<file path="src/rtl/instr_fetch_unit_if.sv">
// Fetch-side bundle: instruction-memory port (read enable, word address,
// response) plus the decode-facing instruction queue head and redirect inputs.
interface instr_fetch_unit_if;
  logic        EN;
  logic        REDIRECT;
  logic [15:0] REDIRECT_PC;
  logic        MEM_RDEN1;
  logic [13:0] MEM_ADDR1;
  logic [31:0] MEM_DOUT1;
  logic        memValid1;
  logic        INSTR_VALID;
  logic [31:0] INSTR;
  logic [15:0] INSTR_PC;
  logic        INSTR_READY;
  logic        FETCH_FAULT;

  modport master (
    input  EN, REDIRECT, REDIRECT_PC, MEM_DOUT1, memValid1, INSTR_READY,
    output MEM_RDEN1, MEM_ADDR1, INSTR_VALID, INSTR, INSTR_PC, FETCH_FAULT
  );

  modport slave (
    output EN, REDIRECT, REDIRECT_PC, MEM_DOUT1, memValid1, INSTR_READY,
    input  MEM_RDEN1, MEM_ADDR1, INSTR_VALID, INSTR, INSTR_PC, FETCH_FAULT
  );
endinterface

</file>
<file path="src/rtl/instr_fetch_unit.sv">
// Instruction fetch stage: issues word reads, tracks hit/miss responses, queues
// {instruction, PC} for decode and handles redirects without breaking a fill.
module instr_fetch_unit #(
  parameter int          FIFO_DEPTH = 4,
  parameter logic [15:0] RESET_PC   = 16'h0000
) (
  input logic                  MEM_CLK,
  input logic                  RST_N,
  instr_fetch_unit_if.master   bus
);

  localparam int          PTR_W    = $clog2(FIFO_DEPTH);
  localparam logic [15:0] PC_LIMIT = 16'h6000;

  typedef enum logic [1:0] {FETCH, DRAIN, FAULT} state_t;

  state_t             state_q, state_d;
  logic [15:0]        pc_q, pc_d;
  logic [15:0]        target_q, target_d;
  logic               busy_q;
  logic [PTR_W-1:0]   rd_ptr_q, wr_ptr_q;
  logic [PTR_W:0]     count_q;
  logic [31:0]        instr_mem [FIFO_DEPTH];
  logic [15:0]        pc_mem    [FIFO_DEPTH];

  logic        full, issue, rden, done, push, pop;
  logic [15:0] redir_pc;

  assign full     = (count_q == (PTR_W+1)'(FIFO_DEPTH));
  assign issue    = (state_q == FETCH) && bus.EN && !full && (pc_q < PC_LIMIT);
  // Gated by reset so the read enable drops the instant reset asserts, even
  // though the request decision itself is combinational for same-cycle hits.
  assign rden     = RST_N && (busy_q || issue);
  assign done     = rden && bus.memValid1;
  assign redir_pc = bus.REDIRECT_PC & 16'hFFFC;
  assign push     = (state_q == FETCH) && done && !bus.REDIRECT;
  assign pop      = (count_q != '0) && bus.INSTR_READY && !bus.REDIRECT;

  // NOTE: every signal written here gets a default first, so no path through
  // the case/if tree can leave one unassigned and infer a latch.
  always_comb begin
    state_d  = state_q;
    pc_d     = pc_q;
    target_d = target_q;
    if (bus.REDIRECT) begin
      if (rden && !bus.memValid1) begin
        state_d  = DRAIN;
        target_d = redir_pc;
      end else begin
        pc_d    = redir_pc;
        state_d = (state_q == FAULT && redir_pc >= PC_LIMIT) ? FAULT : FETCH;
      end
    end else begin
      case (state_q)
        FETCH: begin
          if (done)                               pc_d    = pc_q + 16'd4;
          else if (!rden && pc_q >= PC_LIMIT)     state_d = FAULT;
        end
        DRAIN: begin
          if (done) begin
            pc_d    = target_q;
            state_d = FETCH;
          end
        end
        default: ;
      endcase
    end
  end

  // NOTE: sequential state uses non-blocking assignments so every register
  // samples pre-edge values regardless of process evaluation order.
  always_ff @(posedge MEM_CLK or negedge RST_N) begin
    if (!RST_N) begin
      state_q  <= FETCH;
      pc_q     <= RESET_PC;
      target_q <= '0;
      busy_q   <= 1'b0;
      rd_ptr_q <= '0;
      wr_ptr_q <= '0;
      count_q  <= '0;
    end else begin
      state_q  <= state_d;
      pc_q     <= pc_d;
      target_q <= target_d;
      busy_q   <= rden && !bus.memValid1;
      if (bus.REDIRECT) begin
        rd_ptr_q <= '0;
        wr_ptr_q <= '0;
        count_q  <= '0;
      end else begin
        if (push) wr_ptr_q <= wr_ptr_q + PTR_W'(1);
        if (pop)  rd_ptr_q <= rd_ptr_q + PTR_W'(1);
        count_q <= count_q + (PTR_W+1)'(push) - (PTR_W+1)'(pop);
      end
    end
  end

  // NOTE: queue storage is deliberately left unreset; entries are only
  // observable while count is non-zero, and count itself is reset.
  always_ff @(posedge MEM_CLK) begin
    if (push) begin
      instr_mem[wr_ptr_q] <= bus.MEM_DOUT1;
      pc_mem[wr_ptr_q]    <= pc_q;
    end
  end

  assign bus.MEM_RDEN1   = rden;
  assign bus.MEM_ADDR1   = pc_q[15:2];
  assign bus.INSTR_VALID = (count_q != '0);
  assign bus.INSTR       = instr_mem[rd_ptr_q];
  assign bus.INSTR_PC    = pc_mem[rd_ptr_q];
  assign bus.FETCH_FAULT = (state_q == FAULT);

endmodule
</file>
<file path="src/flat_wrapper.sv">
// flat-port wrapper written by rule: the top's interface ports become plain ports
module instr_fetch_unit_flat 
#(
  parameter int          FIFO_DEPTH = 4,
  parameter logic [15:0] RESET_PC   = 16'h0000
)
  (MEM_CLK, RST_N, bus_EN, bus_REDIRECT, bus_REDIRECT_PC, bus_MEM_DOUT1, bus_memValid1, bus_INSTR_READY, bus_MEM_RDEN1, bus_MEM_ADDR1, bus_INSTR_VALID, bus_INSTR, bus_INSTR_PC, bus_FETCH_FAULT);
  instr_fetch_unit_if bus_i ();
  input logic MEM_CLK;
  input logic RST_N;
  input wire logic [$bits(bus_i.EN)-1:0] bus_EN;
  input wire logic [$bits(bus_i.REDIRECT)-1:0] bus_REDIRECT;
  input wire logic [$bits(bus_i.REDIRECT_PC)-1:0] bus_REDIRECT_PC;
  input wire logic [$bits(bus_i.MEM_DOUT1)-1:0] bus_MEM_DOUT1;
  input wire logic [$bits(bus_i.memValid1)-1:0] bus_memValid1;
  input wire logic [$bits(bus_i.INSTR_READY)-1:0] bus_INSTR_READY;
  output wire logic [$bits(bus_i.MEM_RDEN1)-1:0] bus_MEM_RDEN1;
  output wire logic [$bits(bus_i.MEM_ADDR1)-1:0] bus_MEM_ADDR1;
  output wire logic [$bits(bus_i.INSTR_VALID)-1:0] bus_INSTR_VALID;
  output wire logic [$bits(bus_i.INSTR)-1:0] bus_INSTR;
  output wire logic [$bits(bus_i.INSTR_PC)-1:0] bus_INSTR_PC;
  output wire logic [$bits(bus_i.FETCH_FAULT)-1:0] bus_FETCH_FAULT;
  assign bus_i.EN = bus_EN;
  assign bus_i.REDIRECT = bus_REDIRECT;
  assign bus_i.REDIRECT_PC = bus_REDIRECT_PC;
  assign bus_i.MEM_DOUT1 = bus_MEM_DOUT1;
  assign bus_i.memValid1 = bus_memValid1;
  assign bus_i.INSTR_READY = bus_INSTR_READY;
  assign bus_MEM_RDEN1 = bus_i.MEM_RDEN1;
  assign bus_MEM_ADDR1 = bus_i.MEM_ADDR1;
  assign bus_INSTR_VALID = bus_i.INSTR_VALID;
  assign bus_INSTR = bus_i.INSTR;
  assign bus_INSTR_PC = bus_i.INSTR_PC;
  assign bus_FETCH_FAULT = bus_i.FETCH_FAULT;
  instr_fetch_unit #(.FIFO_DEPTH(FIFO_DEPTH), .RESET_PC(RESET_PC)) u_core (.MEM_CLK(MEM_CLK), .RST_N(RST_N), .bus(bus_i));
endmodule
</file>
<file path="config.mk">
export PLATFORM = sky130hd
export DESIGN_NAME = instr_fetch_unit_flat
export DESIGN_NICKNAME = d
export VERILOG_FILES = /design/src/rtl/instr_fetch_unit_if.sv /design/src/rtl/instr_fetch_unit.sv /design/src/flat_wrapper.sv
export SDC_FILE = /design/constraint.sdc
export NUM_CORES = 1
export LEC_CHECK = 0
export CORE_AREA = 2 2 155 112
export DETAILED_ROUTE_END_ITERATION = 12
export DIE_AREA = 0 0 157 114
export GPL_ROUTABILITY_DRIVEN = 0
export PLACE_DENSITY = 0.83
export REMOVE_ABC_BUFFERS = 1
export SETUP_SLACK_MARGIN = 0.3
export SLEW_MARGIN = 15
export SYNTH_ARGS = -nofsm -noshare
export SYNTH_HDL_FRONTEND = slang
export SYNTH_SLANG_ARGS = --single-unit
</file>
<file path="constraint.sdc">
create_clock -name MEM_CLK -period 3.82 [get_ports MEM_CLK]
set_clock_uncertainty 0.05 [all_clocks]
set_input_delay 0.764 -clock MEM_CLK [delete_from_list [all_inputs] [get_ports MEM_CLK]]
set_output_delay 0.764 -clock MEM_CLK [all_outputs]
set_load 0.01 [all_outputs]
</file>
==> flow_summary.ini, run 1 <==
[cells_and_area]
regArea_sq_um = 6481
finalNetCount = 674
area_growth_pct = 26.12
drive_gt1_frac = 0.2109
num_antenna_cells = 0
final_cell_count_no_fill = 857
nFillCells = 1073
multi_input_area_sq_um = 2206

[worst_setup_path]
worstReg2RegStart = u_core.pc_q[13]$_DFFE_PN0P_
r2r_cells = 9
crit_fanout = 3
crit_path_end_kind = output port
cp_data_arrival_time_ns = 2.43
startpoint = bus_EN
critPathCapture = bus_MEM_RDEN1
crit_path_start_kind = input pin
reg2reg_to = u_core.count_q[2]$_DFF_PN0_
worstSetupPathType = in -> out
required_ns = 3.01
r2r_slack_ns = 0.98

[floorplan]
coreArea_sq_um = 16570
die_y_um = 114
die_area_sq_um = 17900
initial_utilization = 0.5329
die_w_um = 157
io-pin-count = 119
rows = 40

[status]
outcome = finished, final reports clean

[pwr]
power.density_nw_per_um2 = 580.6
ir_worst_vdd_mv = 0.3229
p_leak_nw = 3.782
finalPower_mw = 6.465

[clock_network]
cts_tree = built
insertion_delay_ns = 0.49
htreeDepth = 1
root_buffer = clkbuf_16
cts_hold_buffers = 0
path_clk_slew_ns = 0.07
clockBufferDepth = 3
cts_buffers = 21
cts.sinks = 222

[synth]
yosysSeqAreaShare = 0.7336
yosysWarnings = 0
ys_types = 46
synth_ff_type = edfxtp_1
ys_ff_latch = 222
synthTopCellsByCount = edfxtp_1 (184), mux4_2 (46), dfrtp_1 (38), nor2_1 (30), a21oi_1 (18)
syn-mean-instance-area_sq_um = 18.70
post-synth-top-area-cell = edfxtp_1
ys_top_cells_by_area = edfxtp_1 (63%), mux4_2 (12%), dfrtp_1 (11%)
synth_edf_count = 184
async_reset_ff_frac = 0.1712
synth_cells = 472
post-synth-top-area-fraction = 0.6259
syn_area_sq_um = 8828
yosysMostFrequentCell = edfxtp_1

[placed_design]
dpl.hpwl_mm = 11.51
place_inst = 810
port_buffers = 114

[drt]
first_iter_violations = 357
via_per_inst = 5.621
final_antenna_net_count = 0
dr.pass1.iters = 5
wire_per_inst_um = 20.81
drc = 0
wirelength_mm = 17.84
vias = 4817

[sta]
tns_ns = 0
setup_viol = 0
hold_viol = 0
worst_pin_slew_ns = 0.6967
final.min_clock_period_ns = 3.248
timing.fmax_mhz = 307.9
finalMaxSlewViolations = 0
fin_crit_sh = 0.8502
rsz0062_at_grt = no
maxSlewHeadroom = 0.5356

[global_route]
track_usage = 0.2035
grt_first_pass_wirelength_mm = 27.48
grt_max_degree = 42
antenna_found_initial = 1
grt_pass1_vias = 4971
overflow = 0

[job]
drv_cap = 0

[min_path]
hp-class = in -> async
==> worst min-delay path by stage <==
stage,from,to,slack [ns],depth (start not counted)
after CTS,RST_N,u_core.target_q[9]$_DFFE_PN0P_,0.38,2
final,RST_N,u_core.target_q[9]$_DFFE_PN0P_,0.37,2
after floorplan,u_core.target_q[7]$_DFFE_PN0P_,u_core.target_q[7]$_DFFE_PN0P_,0.40,2
after global placement,u_core.target_q[7]$_DFFE_PN0P_,u_core.target_q[7]$_DFFE_PN0P_,0.41,2
after detailed placement,u_core.target_q[7]$_DFFE_PN0P_,u_core.target_q[7]$_DFFE_PN0P_,0.43,2
after global routing,RST_N,u_core.target_q[9]$_DFFE_PN0P_,0.40,2
==> layout by cell type, fill, tap and decap left out, drive strengths merged, types with 2 or more instances in the layout <==
master	n
a22o	4
buf	25
a21o	2
dfrtp	38
nor2b	2
clkbuf	21
or3	2
nor3	4
mux2i	2
a22oi	2
inv	13
a21bo	2
conb	2
clkinv	11
a211oi	6
edfxtp	184
mux4	46
clkdlybuf4s50	113
nand2	15
a31oi	4
o21ai	11
o31ai	3
nand4	3
nand3	6
and2	4
a21oi	19
clkinvlp	3
xor2	6
xnor2	5
mux2	13
nor2	30
nor4	2
ha	8
bufinv	2
nor3b	4
==> cell families after synthesis <==
kind of cell	share of synthesized area
compound gates	0.04252
flops	0.7336
xor+xnor	0.01091
simple gates	0.04521
other cells	0.0004248
mux	0.1362
buf+inv	0.01757
fa+ha+maj	0.01361
==> power breakdown <==
part	leakage, nW	switching [mW]	internal, mW
registers	2.13	0.226	2.84
logic	1.33	0.585	0.805
clock network	0.328	0.860	1.15
==> per-layer routing <==
| metal | vias to the layer above | global-route usage | routed length (um) |
|---|---|---|---|
| met2 | 239 | 0.3319 | 8451 |
| li1 | 2144 | - | - |
| met4 | 2 | 0.03670 | 354 |
| met5 | - | 0 | 13 |
| met1 | 2394 | 0.2918 | 7569 |
| met3 | 38 | 0.04293 | 1447 |
==> final cells by class <==
cell class | instances | area share
inverters | 12 | 0.004045
well taps | 231 | 0.02596
repair buffers | 138 | 0.1295
flip-flops and latches | 222 | 0.5821
multi-input cells | 216 | 0.1981
clock inverters | 17 | 0.01315
clock buffers | 21 | 0.04720
==> flip-flops by register name, summed over array words and instances (netlist names) <==
signal,cells
u_core.busy_q,1
u_core.rd_ptr_q,2
u_core.count_q,3
u_core.instr_mem,128
u_core.wr_ptr_q,2
u_core.state_q,2
u_core.pc_mem,56
u_core.target_q,14
u_core.pc_q,14
==> per-stage QoR <==
| stage | worst slack (ns) | utilization | instance area [sq um] | hold slack (ns) |
|---|---|---|---|---|
| finish | 0.5723 | 0.6721 | 11130 | 0.3700 |
| global route | 0.4818 | 0.6721 | 11130 | 0.4037 |
| CTS | 0.3772 | 0.6681 | 11070 | 0.3761 |
| detailed placement | 0.3322 | 0.6275 | 10400 | 0.4315 |
| global placement | 0.4437 | 0.6275 | 10400 | 0.4149 |
| floorplan | 0.3562 | - | 8722 | 0.4011 |
==> worst max-delay path, cell delays in order <==
cell and delay (ns):
clkdlybuf4s50_1 0.51, nand4bb_4 0.14, o31ai_1 0.40, clkdlybuf4s50_1 0.62
==> what timing repair did <==
item	CTS	global route
resized for setup	0	0
setup buffers	0	9
endpoints found under the setup margin	0	1
No activity file was read; power rests on OpenSTA's default activity.
==> run 2, diff against run 1 <==
--- a/config.mk
+++ b/config.mk
@@ -5,11 +5,11 @@
 export SDC_FILE = /design/constraint.sdc
 export NUM_CORES = 1
 export LEC_CHECK = 0
-export CORE_AREA = 2 2 155 112
+export CORE_AREA = 2 2 150 108
 export DETAILED_ROUTE_END_ITERATION = 12
-export DIE_AREA = 0 0 157 114
+export DIE_AREA = 0 0 152 110
 export GPL_ROUTABILITY_DRIVEN = 0
-export PLACE_DENSITY = 0.83
+export PLACE_DENSITY = 0.87
 export REMOVE_ABC_BUFFERS = 1
 export SETUP_SLACK_MARGIN = 0.3
 export SLEW_MARGIN = 15
==> constraint.sdc (replaced) <==
create_clock -name MEM_CLK -period 4.13 [get_ports MEM_CLK]
set_clock_uncertainty 0.05 [all_clocks]
set_input_delay 0.826 -clock MEM_CLK [delete_from_list [all_inputs] [get_ports MEM_CLK]]
set_output_delay 0.826 -clock MEM_CLK [all_outputs]
set_load 0.01 [all_outputs]
==> run 2 against run 1 <==
Via count increased by 1.1%. Register-to-register slack gained 0.16 ns. Final area is 1.9% lower. Die area is 6.6% lower. Worst hold slack better by 0.037 ns. First-iteration DRC count down 10%. Critical path type is now reg -> out. Highest routed layer is now met4.
==> flow_summary.ini, run 2 (synthesized netlist as in run 1, its figures left out) <==
[cells_and_area]
largest_reg_flops = 128
drive_gt1_frac = 0.1896
top_register = u_core.instr_mem
regArea_sq_um = 6481
finalNetCount = 666
multi_input_area_sq_um = 2206
nFillCells = 897
final_common_cell = edfxtp_1
mostFrequentLayoutCells = edfxtp_1 (184), clkdlybuf4s50_1 (113), mux4_2 (46)
reg_top3 = u_core.instr_mem x128, u_core.pc_mem x56
area_growth_pct = 23.74
num_antenna_cells = 0

[floorplan]
io-pin-count = 119
die_y_um = 110
die_area_sq_um = 16720
initial_utilization = 0.5785
rows = 38
coreArea_sq_um = 15260
die_w_um = 152

[worst_setup_path]
required_ns = 3.25
worstReg2RegStart = u_core.pc_q[13]$_DFFE_PN0P_
crit_path_end_kind = output port
r2r_slack_ns = 1.14
cp_data_arrival_time_ns = 2.56
crit_path_start_kind = register
reg2reg_to = u_core.instr_mem[0][22]$_DFFE_PP_
worstSetupPathType = reg -> out
r2r_cells = 6
crit_fanout = 35

[drt]
wire_per_inst_um = 21.88
final_antenna_net_count = 0
via_per_inst = 5.960
dr.pass1.iters = 5
drc = 0
vias = 4869
wirelength_mm = 17.87
first_iter_violations = 320

[pwr]
p_leak_nw = 3.707
power.density_nw_per_um2 = 539.4
finalPower_mw = 5.892
clkPwrFrac = 0.308
ir_worst_vdd_mv = 0.2798
sequentialPowerShare = 0.485
p_switching_mw = 1.501
p_sw_frac = 0.2547
internal_power_mw = 4.392
power_frac_comb = 0.207

[job]
drv_cap = 0

[clock_network]
insertion_delay_ns = 0.49
clockBufferDepth = 3
root_buffer = clkbuf_16
path_clk_slew_ns = 0.06
cts_buffers = 21
postCtsResizedCells = 0
cts_tree = built
cts_setup_buffers = 0
htreeDepth = 1
cts.sinks = 222
cts_hold_buffers = 0

[sta]
maxSlewHeadroom = 0.5352
setup_viol = 0
rsz0062_at_grt = no
tns_ns = 0
worst_pin_slew_ns = 0.6972
fin_crit_sh = 0.8326
hold_viol = 0
finalMaxSlewViolations = 0
timing.fmax_mhz = 290.8
final.min_clock_period_ns = 3.438

[global_route]
grt_first_pass_wirelength_mm = 27.91
antenna_found_initial = 0
overflow = 0
grt_pass1_vias = 4989
track_usage = 0.2186
grt_max_degree = 42

[min_path]
hp-class = in -> async

[placed_design]
port_buffers = 114
dpl.hpwl_mm = 11.14

[status]
outcome = finished, final reports clean
## run 2: routing by layer
metal | up-vias | track usage | part of all wire
met3 | 36 | 0.04496 | 0.072
met1 | 2476 | 0.3098 | 0.44
li1 | 2126 | - | -
met4 | 0 | 0.05541 | 0.024
met2 | 231 | 0.3584 | 0.47
met5 | - | 0 | 0
## run 2: through the flow
stage	area (sq um)	utilization	cells	hold WS, ns	setup slack [ns]
after floorplan	8722	-	450	0.4011	0.6042
after detailed placement	10280	0.6733	780	0.4236	0.5118
after CTS	10920	0.7158	817	0.4250	0.6606
after global routing	10920	0.7158	817	0.4538	0.5856
after global placement	10280	0.6733	780	0.4142	0.6044
final	10920	0.7158	817	0.4074	0.6916
## run 2: power by group through the flow
| stage | combinational, mW | clock, mW | sequential (mW) |
|---|---|---|---|
| final | 1.22 | 1.82 | 2.86 |
| after global routing | 1.30 | 1.93 | 2.89 |
| after CTS | 1.23 | 1.85 | 2.85 |
| after detailed placement | 1.21 | 0 | 2.90 |
| after global placement | 1.18 | 0 | 2.88 |
| after floorplan | 0.603 | 0 | 2.89 |
## run 2: cell type report
type,instances,share of cell area
Clock buffer,27,0.05017
Clock inverter,10,0.009163
Inverter,12,0.004123
Multi-Input combinational cell,216,0.2019
Sequential cell,222,0.5933
Tap cell,200,0.02291
Timing Repair Buffer,130,0.1184
## run 2: worst max-delay path, stage by stage (launching register included)
cell and delay (ns):
dfrtp_4 0.61, buf_12 0.32, mux4_2 0.60, clkdlybuf4s50_1 0.51
## run 2: worst max path at each step
stage          depth (start not counted)                                to  slack, ns                            from
3_5_place_dp                           7  u_core.instr_mem[1][5]$_DFFE_PP_       0.51                          bus_EN
4_1_cts                                3                  bus_INSTR_PC[11]       0.66  u_core.rd_ptr_q[0]$_DFFE_PN0P_
2_1_floorplan                          5  u_core.instr_mem[0][0]$_DFFE_PP_       0.60                           RST_N
5_1_grt                                3                  bus_INSTR_PC[11]       0.59  u_core.rd_ptr_q[0]$_DFFE_PN0P_
3_3_place_gp                           7  u_core.instr_mem[1][5]$_DFFE_PP_       0.60                          bus_EN
6_report                               3                  bus_INSTR_PC[11]       0.69  u_core.rd_ptr_q[0]$_DFFE_PN0P_
==> run 3, diff against run 2 <==
--- a/config.mk
+++ b/config.mk
@@ -5,11 +5,11 @@
 export SDC_FILE = /design/constraint.sdc
 export NUM_CORES = 1
 export LEC_CHECK = 0
-export CORE_AREA = 2 2 150 108
+export CORE_AREA = 2 2 155 112
 export DETAILED_ROUTE_END_ITERATION = 12
-export DIE_AREA = 0 0 152 110
+export DIE_AREA = 0 0 157 114
 export GPL_ROUTABILITY_DRIVEN = 0
-export PLACE_DENSITY = 0.87
+export PLACE_DENSITY = 0.83
 export REMOVE_ABC_BUFFERS = 1
 export SETUP_SLACK_MARGIN = 0.3
 export SLEW_MARGIN = 15
==> constraint.sdc (replaced) <==
create_clock -name MEM_CLK -period 3.4 [get_ports MEM_CLK]
set_clock_uncertainty 0.05 [all_clocks]
set_input_delay 0.68 -clock MEM_CLK [delete_from_list [all_inputs] [get_ports MEM_CLK]]
set_output_delay 0.68 -clock MEM_CLK [all_outputs]
set_load 0.01 [all_outputs]
==> run 3 against run 2 <==
Final area grew 2.1%. Via count down 0.60%. Cell count is 4.4% higher. Sequential share of layout area shrank 1.2 points.
==> flow_summary.ini, run 3 (synthesized netlist as in run 1, its figures left out) <==
[status]
outcome = finished, final reports clean

[worst_setup_path]
reg2reg_to = u_core.pc_mem[2][11]$_DFFE_PP_
r2r_slack_ns = 0.92
cp_data_arrival_time_ns = 2.28
startpoint = u_core.rd_ptr_q[1]$_DFFE_PN0P_
crit_path_end_kind = output port
slowest_delay_ns = 0.56
r2r_cells = 7
path_cells = buf_4 -> mux4_2 -> clkdlybuf4s50_1
crit_slowest_cell = dfrtp_4
crit_path_start_kind = register
required_ns = 2.67
crit_fanout = 15
worstSetupPathType = reg -> out
worstReg2RegStart = u_core.pc_q[13]$_DFFE_PN0P_

[clock_network]
path_clk_slew_ns = 0.06
cts_buffers = 22
htreeDepth = 1
cts_hold_buffers = 0
cts_tree = built
insertion_delay_ns = 0.51
cts.sinks = 222
clockBufferDepth = 3
root_buffer = clkbuf_16

[job]
drv_cap = 0

[sta]
timing.fmax_mhz = 332.0
hold-worst-slack_ns = 0.2616
maxSlewHeadroom = 0.5497
finalWorstSetupSlack_ns = 0.3880
worst_pin_slew_ns = 0.6754
final.min_clock_period_ns = 3.012
fin_crit_sh = 0.8859
tns_ns = 0
hold_viol = 0
rsz0062_at_grt = no
setup_viol = 0
finalMaxSlewViolations = 0

[global_route]
overflow = 0
grt_first_pass_wirelength_mm = 27.20
grt_max_degree = 47
grt_pass1_vias = 4873
track_usage = 0.2010
antenna_found_initial = 0

[cells_and_area]
regArea_sq_um = 6484
reg_top3 = u_core.instr_mem x128, u_core.pc_mem x56
largest_reg_flops = 128
num_antenna_cells = 0
final_common_cell = edfxtp_1
mostFrequentLayoutCells = edfxtp_1 (184), clkdlybuf4s50_1 (113), mux4_2 (46)
top_register = u_core.instr_mem
drive_gt1_frac = 0.1977
fin_area_sq_um = 11160
area_growth_pct = 26.36
nFillCells = 1022
multi_input_area_sq_um = 2211
finalNetCount = 669

[pwr]
p_leak_nw = 3.785
power.density_nw_per_um2 = 677.9
ir_worst_vdd_mv = 0.3179

[placed_design]
port_buffers = 114
dpl_worst_slack_ns = 0.2733
dpl.hpwl_mm = 10.65
placed_area_sq_um = 10340

[drt]
wirelength_mm = 17.55
final_antenna_net_count = 0
wire_per_inst_um = 20.58
vias = 4840
via_per_inst = 5.674
dr.pass1.iters = 5
drc = 0
first_iter_violations = 405

[floorplan]
rows = 40
io-pin-count = 119
die_area_sq_um = 17900
die_w_um = 157
coreArea_sq_um = 16570
die_y_um = 114
initial_utilization = 0.5329

[min_path]
hp-class = in -> async
## run 3: cell count changes in the layout (fill, tap and decap cells not counted), moves of 2 or more
cell,before,now
clkinv_2,3,1
clkbuf_1,6,4
bufinv_16,2,5
buf_4,13,11
clkinv_1,3,5
buf_12,3,6
## run 3: where the power goes
part	leakage (nW)	total [mW]	internal (mW)	switching (mW)
registers	2.13	3.45	3.19	0.256
clock network	0.372	2.58	1.59	0.982
logic	1.29	1.54	0.886	0.651
## run 3: through the flow
| step | utilization | power [mW] | std cells |
|---|---|---|---|
| floorplan | - | 4.247 | 450 |
| global placement | 0.6245 | 4.950 | 810 |
| detailed placement | 0.6245 | 5.001 | 810 |
| CTS | 0.6730 | 7.606 | 853 |
| global route | 0.6734 | 7.864 | 853 |
| finish | 0.6734 | 7.562 | 853 |
## run 3: repair_timing
item | CTS | global route
setup buffers | 3 | 0
endpoints found under the setup margin | 37 | 10
resized for setup | 1 | 2
## run 3: layout make-up
class / count / share of cell area
Timing Repair Buffer: 132 / 0.1210
Multi-Input combinational cell: 216 / 0.1982
Clock inverter: 13 / 0.01772
Inverter: 12 / 0.004038
Tap cell: 231 / 0.02591
Sequential cell: 222 / 0.5812
Clock buffer: 27 / 0.05193
## run 3: routing by layer
metal	up-vias	wire (um)	track usage
met4	0	223	0.03914
li1	2133	-	-
met5	-	0	0
met1	2472	7775	0.3007
met3	21	1375	0.04065
met2	214	8178	0.3143
## run 3: critical path: cells and delay by family, from the launching register on
family | cells | cell delay (ns)
DFF | 1 | 0.56
buffers and inverters | 2 | 0.82
muxes | 1 | 0.39
## run 3: how the worst max path moves through the flow
stage                                         to  slack, ns  depth (start not counted)
2_1_floorplan   u_core.instr_mem[0][0]$_DFFE_PP_       0.02                          5
3_3_place_gp         u_core.count_q[2]$_DFF_PN0_       0.32                         10
3_5_place_dp   u_core.instr_mem[0][16]$_DFFE_PP_       0.27                          8
4_1_cts                         bus_INSTR_PC[11]       0.32                          3
5_1_grt                             bus_INSTR[4]       0.30                          3
6_report                        bus_INSTR_PC[11]       0.39                          3
